## src/rtl/default_reset_seq_gen_pkg.sv

```systemverilog
// Shared types for the reset sequencer: FSM states and a set-bit search helper.
package default_reset_seq_pkg;

    localparam int IDX_W    = 5;
    localparam int MAX_CHAN = 32;

    typedef enum logic [1:0] {
        ST_HOLD,
        ST_STAGGER,
        ST_IDLE
    } seq_state_t;

    typedef struct packed {
        logic             found;
        logic [IDX_W-1:0] idx;
    } set_bit_t;

    // Lowest set bit of mask strictly above after_idx; after_idx = -1 searches from bit 0.
    function automatic set_bit_t next_set_bit(input logic [MAX_CHAN-1:0] mask, input int after_idx);
        set_bit_t r;
        r.found = 1'b0;
        r.idx   = '0;
        for (int i = MAX_CHAN - 1; i >= 0; i--) begin
            if (mask[i] && (i > after_idx)) begin
                r.found = 1'b1;
                r.idx   = IDX_W'(i);
            end
        end
        return r;
    endfunction

endpackage

```

## src/rtl/default_reset_seq_gen_if.sv

```systemverilog
// Software request in, per-channel reset levels and sequence status out.
interface default_reset_seq_gen_if #(
    parameter int N_CHAN = 4
);
    logic              SW_REQ;
    logic [N_CHAN-1:0] CHAN_MASK;
    logic [N_CHAN-1:0] RST_OUT;
    logic              BUSY;
    logic              DONE;

    modport master (output SW_REQ, CHAN_MASK, input RST_OUT, BUSY, DONE);
    modport slave  (input SW_REQ, CHAN_MASK, output RST_OUT, BUSY, DONE);
endinterface

```

## src/rtl/default_reset_seq_gen_next_chan.sv

```systemverilog
// Combinational priority encoder: next masked channel above the last released one,
// plus a flag telling whether it is the final masked channel.
module default_reset_seq_next_chan
    import default_reset_seq_pkg::*;
#(
    parameter int N_CHAN = 4
) (
    input  logic [N_CHAN-1:0] mask_i,
    input  logic              first_i,
    input  logic [IDX_W-1:0]  last_idx_i,
    output logic [IDX_W-1:0]  idx_o,
    output logic              last_o
);
    logic [MAX_CHAN-1:0] mask_ext;
    logic [MAX_CHAN-1:0] above;
    set_bit_t            cur;

    always_comb begin
        mask_ext                = '0;
        mask_ext[N_CHAN-1:0]    = mask_i;
        cur   = next_set_bit(mask_ext, first_i ? -1 : int'(last_idx_i));
        // Bits strictly above cur.idx; shift by 32 yields zero so idx 31 leaves nothing above.
        above = ~((32'd2 << cur.idx) - 32'd1);
    end

    assign idx_o  = cur.found ? cur.idx : '0;
    assign last_o = ~|(mask_ext & above);

endmodule

```

## src/rtl/default_reset_seq_gen.sv

```systemverilog
// Multi-channel reset sequencer: hold all selected resets, then release them in
// ascending order with a fixed stagger. Outputs are registered.
module default_reset_seq_gen
    import default_reset_seq_pkg::*;
#(
    parameter int                N_CHAN          = 4,
    parameter int                HOLD_CYCLES     = 5,
    parameter int                STAGGER_CYCLES  = 2,
    parameter logic [N_CHAN-1:0] ACTIVE_LOW_MASK = '0
) (
    input  logic                    CLK_IN,
    input  logic                    RESET,
    default_reset_seq_gen_if.slave  bus
);
    localparam int CNT_MAX = (HOLD_CYCLES > STAGGER_CYCLES) ? HOLD_CYCLES : STAGGER_CYCLES;
    localparam int CNT_W   = $clog2(CNT_MAX + 1);

    if (HOLD_CYCLES < 1) begin : g_bad_hold
        $error("HOLD_CYCLES must be >= 1");
    end
    if (STAGGER_CYCLES < 1) begin : g_bad_stagger
        $error("STAGGER_CYCLES must be >= 1");
    end
    if (N_CHAN < 1 || N_CHAN > MAX_CHAN) begin : g_bad_nchan
        $error("N_CHAN must be within 1..32");
    end

    seq_state_t        state_q, state_d;
    logic [CNT_W-1:0]  cnt_q, cnt_d;
    logic [N_CHAN-1:0] mask_q, mask_d;
    logic [N_CHAN-1:0] asrt_q, asrt_d;
    logic [IDX_W-1:0]  last_idx_q, last_idx_d;
    logic              busy_q, busy_d;
    logic              done_q, done_d;

    logic [IDX_W-1:0]  rel_idx;
    logic              rel_last;
    logic              release_now;
    logic              accept;

    default_reset_seq_next_chan #(.N_CHAN(N_CHAN)) u_next_chan (
        .mask_i     (mask_q),
        .first_i    (state_q == ST_HOLD),
        .last_idx_i (last_idx_q),
        .idx_o      (rel_idx),
        .last_o     (rel_last)
    );

    assign release_now = ((state_q == ST_HOLD)    && (cnt_q == CNT_W'(HOLD_CYCLES - 1))) ||
                         ((state_q == ST_STAGGER) && (cnt_q == CNT_W'(STAGGER_CYCLES - 1)));
    assign accept      = (state_q == ST_IDLE) && bus.SW_REQ && (|bus.CHAN_MASK);

    always_ff @(posedge CLK_IN) begin
        if (RESET) begin
            state_q    <= ST_HOLD;
            cnt_q      <= '0;
            mask_q     <= '1;
            asrt_q     <= '1;
            last_idx_q <= '0;
            busy_q     <= 1'b1;
            done_q     <= 1'b0;
        end else begin
            state_q    <= state_d;
            cnt_q      <= cnt_d;
            mask_q     <= mask_d;
            asrt_q     <= asrt_d;
            last_idx_q <= last_idx_d;
            busy_q     <= busy_d;
            done_q     <= done_d;
        end
    end

    always_comb begin
        state_d = state_q;
        case (state_q)
            ST_HOLD, ST_STAGGER: if (release_now) state_d = rel_last ? ST_IDLE : ST_STAGGER;
            ST_IDLE:             if (accept)      state_d = ST_HOLD;
            default:             state_d = ST_IDLE;
        endcase
    end

    always_comb begin
        cnt_d      = cnt_q;
        mask_d     = mask_q;
        asrt_d     = asrt_q;
        last_idx_d = last_idx_q;
        busy_d     = busy_q;
        done_d     = 1'b0;
        if (state_q != ST_IDLE) begin
            cnt_d = cnt_q + CNT_W'(1);
            if (release_now) begin
                for (int i = 0; i < N_CHAN; i++) begin
                    if (rel_idx == IDX_W'(i)) asrt_d[i] = 1'b0;
                end
                last_idx_d = rel_idx;
                cnt_d      = '0;
                if (rel_last) begin
                    busy_d = 1'b0;
                    done_d = 1'b1;
                end
            end
        end else if (accept) begin
            // Channels outside the request mask are already deasserted in idle and stay so.
            mask_d = bus.CHAN_MASK;
            asrt_d = asrt_q | bus.CHAN_MASK;
            cnt_d  = '0;
            busy_d = 1'b1;
        end
    end

    assign bus.RST_OUT = asrt_q ^ ACTIVE_LOW_MASK;
    assign bus.BUSY    = busy_q;
    assign bus.DONE    = done_q;

endmodule

```

## src/flat_wrapper.sv

```systemverilog
// flat-port wrapper written by rule: the top's interface ports become plain ports
module default_reset_seq_gen_flat import default_reset_seq_pkg::*;
#(
    parameter int                N_CHAN          = 4,
    parameter int                HOLD_CYCLES     = 5,
    parameter int                STAGGER_CYCLES  = 2,
    parameter logic [N_CHAN-1:0] ACTIVE_LOW_MASK = '0
)
  (CLK_IN, RESET, bus_SW_REQ, bus_CHAN_MASK, bus_RST_OUT, bus_BUSY, bus_DONE);
  default_reset_seq_gen_if #(.N_CHAN(N_CHAN)) bus_i ();
  input  logic CLK_IN;
  input  logic RESET;
  input wire logic [$bits(bus_i.SW_REQ)-1:0] bus_SW_REQ;
  input wire logic [$bits(bus_i.CHAN_MASK)-1:0] bus_CHAN_MASK;
  output wire logic [$bits(bus_i.RST_OUT)-1:0] bus_RST_OUT;
  output wire logic [$bits(bus_i.BUSY)-1:0] bus_BUSY;
  output wire logic [$bits(bus_i.DONE)-1:0] bus_DONE;
  assign bus_i.SW_REQ = bus_SW_REQ;
  assign bus_i.CHAN_MASK = bus_CHAN_MASK;
  assign bus_RST_OUT = bus_i.RST_OUT;
  assign bus_BUSY = bus_i.BUSY;
  assign bus_DONE = bus_i.DONE;
  default_reset_seq_gen #(.N_CHAN(N_CHAN), .HOLD_CYCLES(HOLD_CYCLES), .STAGGER_CYCLES(STAGGER_CYCLES), .ACTIVE_LOW_MASK(ACTIVE_LOW_MASK)) u_core (.CLK_IN(CLK_IN), .RESET(RESET), .bus(bus_i));
endmodule
```

## config.mk

```make
export PLATFORM = sky130hd
export DESIGN_NAME = default_reset_seq_gen_flat
export DESIGN_NICKNAME = d
export VERILOG_FILES = /design/src/rtl/default_reset_seq_gen_pkg.sv /design/src/rtl/default_reset_seq_gen_if.sv /design/src/rtl/default_reset_seq_gen_next_chan.sv /design/src/rtl/default_reset_seq_gen.sv /design/src/flat_wrapper.sv
export SDC_FILE = /design/constraint.sdc
export NUM_CORES = 1
export LEC_CHECK = 0
export ABC_AREA = 1
export CORE_MARGIN = 1
export CORE_UTILIZATION = 25
export DETAILED_ROUTE_END_ITERATION = 8
export PLACE_DENSITY = 0.52
export SETUP_SLACK_MARGIN = 0.2
export SYNTH_ARGS = -nofsm -noshare
export SYNTH_HDL_FRONTEND = slang
export SYNTH_SLANG_ARGS = --single-unit
```

## constraint.sdc

```tcl
create_clock -name CLK_IN -period 1.6 [get_ports CLK_IN]
set_input_delay 0.32 -clock CLK_IN [delete_from_list [all_inputs] [get_ports CLK_IN]]
set_output_delay 0.32 -clock CLK_IN [all_outputs]
set_load 0.01 [all_outputs]
```

==> results.py <==
metrics = {
    "clock_network": {
        "root_buffer": "clkbuf_4",
        "ctsHoldBuffers": 0,
        "clockBufferDepth": 2,
        "cts_tree": "yes",
        "clock-sinks": 17,
        "cts_inserted_buffers": 3,
        "clk_latency_ps": 300,
        "clk_pin_slew_ps": 110,
        "h-tree-depth": 1,
    },
    "power_and_ir_drop": {
        "total_power_uw": 826,
        "p_clk_frac": 0.297,
        "p_switching_uw": 234,
        "powerDensity_nw_per_um2": 679,
        "p_seq_frac": 0.546,
        "switching_share": 0.283,
        "p_int_uw": 592,
        "leakage_uw": 0.000513,
        "power_frac_comb": 0.157,
        "vdd_drop_max_v": 0.000328,
    },
    "sta": {
        "fin_ws_ps": 243,
        "hold_violations": 0,
        "fmax_mhz": 737,
        "rsz0062_at_grt": "yes",
        "drv_slew": 0,
        "period_needed_ps": 1360,
        "skew_ps": 4.88,
        "setup_violations": 0,
        "slew_headroom": 0.811,
        "setup_tns_ps": 0,
        "holdWs_ps": 471,
        "worst_pin_slew_ps": 282,
        "post-route-period-util": 0.848,
    },
    "die": {
        "fp.coreArea_um2": 3100,
        "die-width_um": 59.8,
        "start_util": 0.269,
        "num_rows": 20,
        "pin_count": 13,
        "die_h_um": 59.8,
        "die_area_um2": 3580,
    },
    "logic_synthesis": {
        "yosysUniqueCellTypes": 22,
        "synth.avg_cell_area_um2": 7.21,
        "synth_mux_area_frac": 0,
        "synthSimpleGateAreaFrac": 0.275,
        "synth-seq-cells": 17,
        "async_flop_share": 0,
        "synth_compound_area_frac": 0.181,
        "syn_nets": 126,
        "synthCells": 116,
        "syn_area_um2": 836,
        "synth_fa_ha_area_frac": 0.0449,
        "yosys_most_used_dff": "dfxtp_1",
        "synth-seq-area-share": 0.407,
        "synth_top_family_by_area": "simple AND/OR/NAND/NOR gates",
        "synth_edf_count": 0,
        "synth-xor-area-share": 0,
        "yosys_warnings": 0,
    },
    "finish": {
        "syn_to_final_growth_pct": 45.7,
        "nFillCells": 341,
        "num_antenna_cells": 0,
        "drive_gt1_frac": 0.338,
        "final_common_cell": "nand2_1",
        "final_area_um2": 1220,
        "final_cell_mix": "16 x nand2_1, 13 x inv_1, 12 x a21oi_1, 12 x buf_4, 11 x dfxtp_1",
        "nets": 153,
        "final-seq-area_um2": 358,
        "multiInputGateArea_um2": 505,
    },
    "placed_design": {
        "place_area_um2": 1050,
        "routabilityCongestion": 0.773,
        "dpl.hpwl_mm": 1.52,
        "port-buffer-count": 12,
        "place_ws_ps": -52.5,
    },
    "grt": {
        "antenna_found_initial": 0,
        "grt_usage": 0.133,
        "grt_max_degree": 11,
        "grt_pass1_vias": 722,
        "grt_pass1_wl_mm": 3.37,
        "overflow": 0,
    },
    "drt": {
        "drt_first_pass_iters": 4,
        "vias": 826,
        "drtAntennaViolNets": 0,
        "drc": 0,
        "drtIter0Drc": 22,
        "wl_mm": 2.16,
        "viasPerCell": 4.44,
        "wl_per_cell_um": 11.6,
    },
    "worst_hold_path": {
        "hold_class": "register to register",
        "hold_start": "u_core.cnt_q[0]$_SDFFE_PP0P_",
    },
    "run": {
        "drv_cap": 0,
    },
    "worst_setup_path": {
        "cpPeakStageDelay_ps": 410,
        "rr_startpoint": "u_core.state_q[1]$_SDFFE_PP0P_",
        "start_kind": "register",
        "critPathLaunch": "u_core.state_q[1]$_SDFFE_PP0P_",
        "cp.arrival_ps": 1590,
        "crit_path_max_fanout": 5,
        "crit_required_ps": 1840,
        "cp_num_buf_inv": 0,
        "cp-end-kind": "register",
        "crit_family": "simple AND/OR/NAND/NOR gates",
        "worst_path_max_delay_cell": "dfxtp_4",
        "worstPathCellList": "nor2_4 > o21ai_4 > nand2_1 > nand2_2 > nand3_2 > nand3_4 > nand3_1 > a21oi_1",
        "critPathKind": "register to register",
    },
    "run_status": {
        "status": "completed",
    },
}
## layer usage
layer | GRT usage | vias to the layer above | routed length, um
met5 | 0 | - | 0
met4 | 0.0498 | 0 | 8
met3 | 0.0455 | 2 | 69
met2 | 0.211 | 15 | 1070
met1 | 0.166 | 372 | 1010
li1 | - | 437 | -
## worst register-to-register path: stages (launching register included)
cell and delay (ps):
dfxtp_4 410, nor2_4 70, o21ai_4 200, nand2_1 120
nand2_2 110, nand3_2 90, nand3_4 100, nand3_1 80
a21oi_1 130
## power groups by stage
stage / combinational, uW / sequential (uW) / clock (uW)
2_1_floorplan: 63.9 / 460 / 0
3_3_place_gp: 108 / 461 / 0
3_5_place_dp: 110 / 461 / 0
4_1_cts: 115 / 451 / 252
5_1_grt: 148 / 454 / 273
6_report: 130 / 451 / 245
## cell type report
type                       count  area share
clock buffer                   4      0.0216
inverter                      18      0.0576
multi-input combinational     79       0.415
sequential                    17       0.294
tap                           44      0.0452
timing repair buffer          24       0.166
## cells by family (layout without fill, tap and decap cells)
family,after synthesis,in the layout
simple gates,50,50
buf+inv,20,46
fa+ha+maj,3,3
compound gates,26,26
flops,17,17
## cell usage after synthesis, types with 2 or more instances
cell      count  area share
nand2_1      22       0.099
nand3_2       2       0.024
inv_2         4       0.018
inv_1        13       0.058
o211ai_1      2       0.018
nor2_1        7       0.031
nand3_1      13       0.078
ha_1          3       0.045
dfxtp_1      17        0.41
nor2_2        3       0.022
o21ai_0       3       0.018
o21ai_1       5       0.030
a21oi_1      13       0.078
## what timing repair did
item	in CTS	in global routing
gates resized for setup	19	20
pin swaps	6	10
buffers inserted	4	2
endpoints found under the hold margin	0	0
setup endpoints to repair	15	9
## through the flow
step | std cells | utilization
after floorplan | 116 | -
after global placement | 176 | 0.338
after detailed placement | 176 | 0.338
after CTS | 184 | 0.367
after global routing | 186 | 0.392
final | 186 | 0.392
## flip-flops by register name, summed over array words and instances, names as in the netlist
signal and cells:
u_core.bus.DONE 1, u_core.bus.RST_OUT 4, u_core.mask_q 4, u_core.bus.BUSY 1, u_core.state_q 2, u_core.cnt_q 3
u_core.last_idx_q 2
## worst paths after layout
check                                        end  cells after the start  slack [ps]
setup / recovery  u_core.state_q[0]$_SDFFE_PP0P_                      8         240
hold / removal      u_core.cnt_q[0]$_SDFFE_PP0P_                      1         470
setup reg to reg  u_core.state_q[0]$_SDFFE_PP0P_                      8         240
hold reg to reg     u_core.cnt_q[0]$_SDFFE_PP0P_                      1         470
Power figures use the tool's default switching activity.
==> variant, RTL diff (same flow settings) <==
`STAGGER_CYCLES` is set to 2 in 2 places; all go to 4.
--- a/src/rtl/default_reset_seq_gen.sv
+++ b/src/rtl/default_reset_seq_gen.sv
@@ -6,5 +6,5 @@
     parameter int                N_CHAN          = 4,
     parameter int                HOLD_CYCLES     = 5,
-    parameter int                STAGGER_CYCLES  = 2,
+    parameter int                STAGGER_CYCLES  = 4,
     parameter logic [N_CHAN-1:0] ACTIVE_LOW_MASK = '0
 ) (
--- a/src/flat_wrapper.sv
+++ b/src/flat_wrapper.sv
@@ -4,5 +4,5 @@
     parameter int                N_CHAN          = 4,
     parameter int                HOLD_CYCLES     = 5,
-    parameter int                STAGGER_CYCLES  = 2,
+    parameter int                STAGGER_CYCLES  = 4,
     parameter logic [N_CHAN-1:0] ACTIVE_LOW_MASK = '0
 )
Behaviour: not the same (a bounded check fails within 10 cycles, from zero or initial values and one cycle with RESET high).
==> variant against the unedited design <==
Fmax is 5.0% lower. Cell area is 8.4% higher. Setup slack worse by 71 ps. Clock power is 2% lower. Synthesized area is 4.3% higher. Count of clock-buffer cells in the layout stayed put. Global-route usage is 0.62 points higher. Routed wire length is 7.3% higher. Sequential cell count stayed put. Total power is 1.0% lower. Cell count is 4.8% higher. Synthesized cell count is 2.6% higher. Core utilization is 0.32 points higher. Via count is 4.5% higher.
==> variant: results (changes against the unedited design) <==
[setup_path]
worst_path_max_delay_cell = dfxtp_4
critPathMaxStageDelay_ps = 390  ; -20 ps
crit_family = simple AND/OR/NAND/NOR gates
crit_arrival_ps = 1630  ; +40 ps
cp_max_fo = 5  ; unchanged

[global_routing]
grt_use_total = 0.139  ; +0.00622
grt_antenna_before_repair = 0  ; unchanged
grt_pass1_vias = 879  ; +22%
grt_max_degree = 10  ; -1
grt_pass1_wl_um = 3760  ; +12%

[cells_and_area]
drive_gt1_frac = 0.383  ; +0.0445
diodes = 0  ; unchanged
fillCellCount = 356  ; +4.4%
nNetsFinal = 160  ; +4.6%
fin_cells = 195  ; +4.8%

[placement]
place_hpwl_um = 1580  ; +3.9%
port_buffers = 12  ; unchanged
dpl_worst_slack_ps = -107  ; -54.8 ps
dpl.cell_count = 183  ; +4.0%
gp_congestion = 0.754  ; -2.5%

[cts]
cts_buffer_depth = 2  ; unchanged
path_clk_slew_ps = 110  ; about the same
cts-root-buf = clkbuf_4
cts-buffers-inserted = 3  ; unchanged
clock_latency_ps = 290
h-tree-depth = 1  ; unchanged

[synthesis]
synth_nets = 129  ; +2.4%
synth_flop_cell = dfxtp_1
yosys-top-cells-area = dfxtp_1 39%, nand2_1 12%, nand3_1 6.3%, inv_1 6.0%, a21oi_1 5.2%
ys_seq_area_frac = 0.390  ; -0.0169
netlist_instances = 119  ; +2.6%
synth.distinct_cells = 25  ; +14%
yosys_warnings = 0  ; unchanged
synthTopCellsByCount = 29 x nand2_1, 17 x dfxtp_1, 14 x inv_1
synth-async-reset-ratio = 0  ; unchanged

[sta]
maxSlewHeadroom = 0.843  ; +0.0320
fin_skew_ps = 11.8  ; +6.97 ps

[routing]
drt_iter0_markers = 21  ; -4.5%
drt-pass1-iter-count = 4  ; unchanged
drc = 0  ; unchanged
wl_per_cell_um = 11.9  ; +2.3%
vias_per_cell = 4.43  ; -0.34%

[pwr]
ir_drop_uv = 257  ; -22%
leakage_uw = 0.000543  ; +5.8%

[min_path]
worstHoldPathType = reg2reg

[status]
status = finished clean

==> variant: path summary, 6_finish.rpt <==
| kind | from | endpoint | slack (ps) | cells past startpoint |
|---|---|---|---|---|
| setup / recovery | u_core.state_q[1] | u_core.bus.RST_OUT[2] | 170 | 8 |
| hold reg to reg | u_core.bus.RST_OUT[2] | u_core.bus.RST_OUT[2] | 490 | 2 |
| setup reg to reg | u_core.state_q[1] | u_core.bus.RST_OUT[2] | 170 | 8 |
| hold / removal | u_core.bus.RST_OUT[2] | u_core.bus.RST_OUT[2] | 490 | 2 |
==> variant: layer usage <==
metal / part of all wire / wire length, um / global-route usage
met2: 0.52 / 1220 / 0.233
met3: 0.019 / 43 / 0.0315
met1: 0.44 / 1030 / 0.171
met4: 0.012 / 27 / 0.0617
met5: 0 / 0 / 0
==> variant: logic make-up after synthesis <==
group / count (synthesis) / share of synthesized area
simple gates: 59 / 0.320
compound gates: 21 / 0.154
buf+inv: 19 / 0.0932
flops: 17 / 0.390
fa+ha+maj: 3 / 0.0430
==> variant: final cells by class <==
class                   count  area (um^2)  area share
multi-input cells          83          569       0.431
well taps                  46         57.6      0.0436
inverters                  17         71.3      0.0540
clock buffers               4         26.3      0.0199
flip-flops and latches     17          355       0.269
repair buffers             28          240       0.182
==> variant: tightest hold or removal path, stage by stage (launching register included) <==
cell and delay, ps:
dfxtp_1 340, o22ai_1 80, nand2_1 50
==> variant: repair_timing <==
item / CTS / global route
pin swaps: 10 / 14
gates resized for setup: 19 / 23
buffers inserted: 6 / 2
setup endpoints to repair: 15 / 16
==> variant: through the flow <==
stage               utilization  TNS (ps)  power (uW)  instance area (um^2)
finish                    0.396         0         818                  1320
global route              0.396         0         861                  1320
CTS                       0.368         0         815                  1230
detailed placement        0.334      -457         557                  1120
global placement          0.334      -128         554                  1120
floorplan                     -         0         519                   893
==> variant: where the power goes <==
part | switching [uW] | internal, uW
sequential | 14.3 | 435
combinational | 65.9 | 63.1
clock | 143 | 96.9
